### config.mk
export PLATFORM = sky130hd
export DESIGN_NAME = riscv_alu
export DESIGN_NICKNAME = d
export VERILOG_FILES = /design/src/rtl/riscv_alu_pkg.sv /design/src/rtl/alu_shifter.sv /design/src/rtl/riscv_alu.sv
export SDC_FILE = /design/constraint.sdc
export NUM_CORES = 1
export LEC_CHECK = 0
export CORE_ASPECT_RATIO = 1.1
export CORE_MARGIN = 2
export CORE_UTILIZATION = 45
export DETAILED_ROUTE_END_ITERATION = 12
export GPL_TIMING_DRIVEN = 0
export PLACE_DENSITY = 0.64
export SLEW_MARGIN = 25
export SYNTH_ARGS = -nofsm -noshare
export SYNTH_HDL_FRONTEND = slang
export SYNTH_SLANG_ARGS = --single-unit
export TNS_END_PERCENT = 1
### constraint.sdc
create_clock -name clk -period 0.8 [get_ports clk]
set_clock_uncertainty 0.15 [all_clocks]
set_input_delay 0.08 -clock clk [delete_from_list [all_inputs] [get_ports clk]]
set_output_delay 0.08 -clock clk [all_outputs]
set_load 0.005 [all_outputs]
### src/rtl/riscv_alu_pkg.sv
// Shared constants for the RV32I execute-stage ALU: datapath width, opcode map
// and shifter control encoding.
package riscv_alu_pkg;

   localparam int unsigned XLEN   = 32;
   localparam int unsigned OP_W   = 4;
   localparam int unsigned SHAMT_W = 5;

   localparam logic [OP_W-1:0] ALU_ADD    = 4'd0;
   localparam logic [OP_W-1:0] ALU_SUB    = 4'd1;
   localparam logic [OP_W-1:0] ALU_AND    = 4'd2;
   localparam logic [OP_W-1:0] ALU_OR     = 4'd3;
   localparam logic [OP_W-1:0] ALU_XOR    = 4'd4;
   localparam logic [OP_W-1:0] ALU_SLL    = 4'd5;
   localparam logic [OP_W-1:0] ALU_SRL    = 4'd6;
   localparam logic [OP_W-1:0] ALU_SLT    = 4'd7;
   localparam logic [OP_W-1:0] ALU_SLTU   = 4'd8;
   localparam logic [OP_W-1:0] ALU_PASS_B = 4'd9;
   localparam logic [OP_W-1:0] ALU_PASS_A = 4'd10;
   localparam logic [OP_W-1:0] ALU_SRA    = 4'd11;

   typedef enum logic [1:0] {
      SH_SLL = 2'd0,
      SH_SRL = 2'd1,
      SH_SRA = 2'd2
   } sh_type_e;

endpackage

### src/rtl/alu_shifter.sv
// Combinational barrel shifter for SLL/SRL/SRA; only a 5-bit shift amount is seen.
module alu_shifter
   import riscv_alu_pkg::*;
(
   input  logic [XLEN-1:0]    in1_i,
   input  logic [SHAMT_W-1:0] shamt_i,
   input  sh_type_e           sh_type_i,
   output logic [XLEN-1:0]    result_c
);

   always_comb begin
      result_c = '0;
      unique case (sh_type_i)
         SH_SLL:  result_c = in1_i << shamt_i;
         SH_SRL:  result_c = in1_i >> shamt_i;
         SH_SRA:  result_c = XLEN'($signed(in1_i) >>> shamt_i);
         default: result_c = '0;
      endcase
   end

endmodule

### src/rtl/riscv_alu.sv
// RV32I integer ALU: twelve operations selected by alu_op, result registered
// for the next pipeline stage; reserved or unknown opcodes produce zero.
module riscv_alu
   import riscv_alu_pkg::*;
(
   input  logic              clk,
   input  logic              rst_n,
   input  logic [XLEN-1:0]   in1,
   input  logic [XLEN-1:0]   in2,
   input  logic [OP_W-1:0]   alu_op,
   output logic [XLEN-1:0]   alu_out
);

   logic [XLEN-1:0] alu_out_d;
   logic [XLEN-1:0] alu_out_q;
   logic [XLEN-1:0] shift_c;
   sh_type_e        sh_type_c;
   logic            slt_c;
   logic            sltu_c;

   // Only the shift opcodes care about this; other opcodes ignore the shifter.
   always_comb begin
      sh_type_c = SH_SLL;
      if (alu_op == ALU_SRL) begin
         sh_type_c = SH_SRL;
      end else if (alu_op == ALU_SRA) begin
         sh_type_c = SH_SRA;
      end
   end

   alu_shifter u_shifter (
      .in1_i     (in1),
      .shamt_i   (in2[SHAMT_W-1:0]),
      .sh_type_i (sh_type_c),
      .result_c  (shift_c)
   );

   assign slt_c  = $signed(in1) < $signed(in2);
   assign sltu_c = in1 < in2;

   always_comb begin
      alu_out_d = '0;
      case (alu_op)
         ALU_ADD:    alu_out_d = in1 + in2;
         ALU_SUB:    alu_out_d = in1 - in2;
         ALU_AND:    alu_out_d = in1 & in2;
         ALU_OR:     alu_out_d = in1 | in2;
         ALU_XOR:    alu_out_d = in1 ^ in2;
         ALU_SLL:    alu_out_d = shift_c;
         ALU_SRL:    alu_out_d = shift_c;
         ALU_SLT:    alu_out_d = XLEN'(slt_c);
         ALU_SLTU:   alu_out_d = XLEN'(sltu_c);
         ALU_PASS_B: alu_out_d = in2;
         ALU_PASS_A: alu_out_d = in1;
         ALU_SRA:    alu_out_d = shift_c;
         default:    alu_out_d = '0;
      endcase
   end

   always_ff @(posedge clk or negedge rst_n) begin
      if (!rst_n) begin
         alu_out_q <= '0;
      end else begin
         alu_out_q <= alu_out_d;
      end
   end

   assign alu_out = alu_out_q;

endmodule

==> run summary <==
status = finished, violations left
failing checks = hold timing, setup timing
area grow syn2layout = 28.82%
PortBufs = 99
FMAX = 337.2 MHz
post-route minimum period = 2.965 ns
largest net degree at the start of global routing = 19
Die Y-Extent = 160.1 µm
worst vdd ir = 0.0008655 V
CP Capture Type = register
Hold Path Class = in2async
first-iteration detailed-routing DRC count = 1733
crit-path max FO = 5
Final Power = 13.24 mW
Die X = 145.9 µm
io pins = 102
final antenna-violating net count = 0
Top FF cell, synth = dfrtp_1
part of the cycle the worst path needs = 370.7%
CTS sink count = 32
placer congestion estimate = 1.090
asr flop ratio synth = 100.0%
Critical Path RT = 0.80 ns
hpwl dp = 41090 µm
Wirelength per Cell = 30.17 µm
number of synthesized flops with an enable pin = 0
Net Count, Synth = 1525
DR pass1 iterations = 8
Vias/cell = 7.185
fin cells = 1795
Avg Inst Size Synth = 7.358 µm²
dpl cells = 1750
CP cell instances = buf_8 > buf_8 > inv_4 > buf_8 > clkbuf_16 > ha_4 > o21ba_4 > or4_4 > a2111oi_4 > nor2_4 > a21oi_4 > a311oi_4 > a221o_1 > o21ai_2 > o211ai_1
CTS Root Cell = clkbuf_16
main combinational cell family by area after synthesis = compound AO/OA/AOI/OAI gates
GRT Residual Overflow = 0
Initial Util = 45.51%
power per cell area = 1032 nW/µm²
# rows = 57
total track usage = 44.83%
CP arrival = 2.96 ns
antenna cells = 0
Max stage delay cell, worst path = or4_4
die area = 23350 µm²
H-tree depth = 2
vias in the first global route = 12000
FF+latch count, synth = 32
max reg flops = 32
Detailed Route WL = 54150 µm
met3 GRT Util = 9.114%
critical path launch point type = input pin
vias = 12900
Syn Inst Count = 1354
commonest cells after routing, fill and taps aside = 188 x nor2_1, 100 x a21oi_1, 96 x nand2_1
GR peak layer = met2
total number of yosys warnings = 0
final hold violations = 34
maximum buffer depth of the clock tree = 2
FILL cells = 2090
CP Class = in2reg
GR Util met1 = 58.63%
met2 usage = 68.98%
Max Cap Viol = 0
Final WS setup = -2.165 ns
CP dominant cell by count = buf_8
Min Hold Slack = -0.4489 ns
area of the mapped netlist = 9963 µm²
Synth Area in Simple Gates = 18.26%
initial antenna violation count = 0
max-slew violation count = 0
final setup violation count = 64
Worst Tran Pin Value = 0.9720 ns
share of layout cells above drive strength 1 = 26.53%
Post-Synth Adder-Cell Area = 12.83%
Yosys cell types = 92
relative slew slack = 35.20%
setup TNS = -69.29 ns
most common cell after layout, fill and taps aside = nor2_1
post-synthesis xor/xnor area fraction = 0.5274%
first-pass GRT wire length = 78630 µm
Pleak = 5.388 nW
RSZ-0062 raised after global routing = true
register area share after synthesis = 8.037%
Setup WS pre-CTS = -3.857 ns
Num CTS Buffers = 5
Clock Pin Slew Worst Setup and Hold Paths = 0.07 ns
Core Region = 21890 µm²
post-synthesis mux area share = 17.69%
TritonCTS clock tree = built
Synth Area in Compound Gates = 34.02%
NumNets Final = 1670
Worst path max stage delay = 0.44 ns
# DRC = 0
## critical path: cells and delay by family
family	cells	cell delay [ns]
adder cells (fa/ha/maj)	1	0.24
AND/OR/NAND/NOR	2	0.54
buffers and inverters	5	0.46
AO/OA/AOI/OAI	7	1.61
## where the power goes
part	leakage, nW	internal [mW]	switching [mW]
logic	4.92	3.54	5.61
clock network	0.0712	1.25	0.903
registers	0.394	1.87	0.0711
total	5.39	6.66	6.58
## through the flow
step | area, µm² | utilization (%)
floorplan | 10050 | -
global placement | 11410 | 52.09
detailed placement | 11450 | 52.29
CTS | 12490 | 57.06
global route | 12830 | 58.62
finish | 12830 | 58.62
## routing by layer
metal / routed length (µm) / vias up
li1: - / 5383
met1: 20050 / 6194
met2: 23090 / 1057
met3: 6606 / 263
met4: 4397 / 0
met5: 0 / -
## what timing repair did
| item | 4_1_cts | 5_1_grt |
|---|---|---|
| setup buffers | 25 | 15 |
| endpoints found under the hold margin | 32 | 34 |
| endpoints found under the setup margin | 64 | 64 |
| resized for setup | 384 | 171 |
| pin swaps | 39 | 34 |
## synth_stat cells (11+ instances only)
library cell	count	share of area (%)
a211oi_1	21	1.6
a21o_1	11	0.83
a21oi_1	113	5.7
a221oi_1	31	2.7
a22oi_1	23	1.7
buf_1	13	0.49
buf_2	20	1.0
clkbuf_1	77	2.9
dfrtp_1	32	8.0
ha_1	99	12
inv_1	98	3.7
mux2i_1	34	3.4
mux4_2	59	13
nand2_1	98	3.7
nand2b_1	12	0.75
nand3_1	15	0.75
nor2_1	194	7.3
nor2b_1	11	0.69
nor3_1	38	1.9
o211ai_1	25	1.9
o21ai_0	96	4.8
o21bai_1	16	1.2
o221ai_1	12	1.1
o22ai_1	21	1.3
## worst paths after layout
path	startpoint	endpoint	slack [ns]
max	in2[2]	alu_out[22]	-2.17
max in group asynchronous	rst_n	alu_out[30]	0.49
min	rst_n	alu_out[9]	-0.45
min in group clk	in2[12]	alu_out[12]	-0.05
## logic make-up (layout without fill, tap and decap cells)
family,after synthesis,after routing
xor gates and xnor gates,6,6
AOI/OAI and AO/OA,486,486
adders and majority gates,101,101
and+or+nand+nor,412,412
buffers and inverters,216,362
DFF,32,32
muxes,101,101
## area by class of cell
type | count | area [µm²] | area share [%]
Sequential cell | 32 | 800.8 | 6.239
Timing Repair Buffer | 141 | 1137 | 8.861
Inverter | 101 | 417.9 | 3.256
Multi-Input combinational cell | 1106 | 9144 | 71.24
Clock buffer | 8 | 146.4 | 1.141
Tap cell | 295 | 369.1 | 2.876
Buffer | 112 | 819.5 | 6.385
Note: power is estimated with default switching activity, not from simulation.
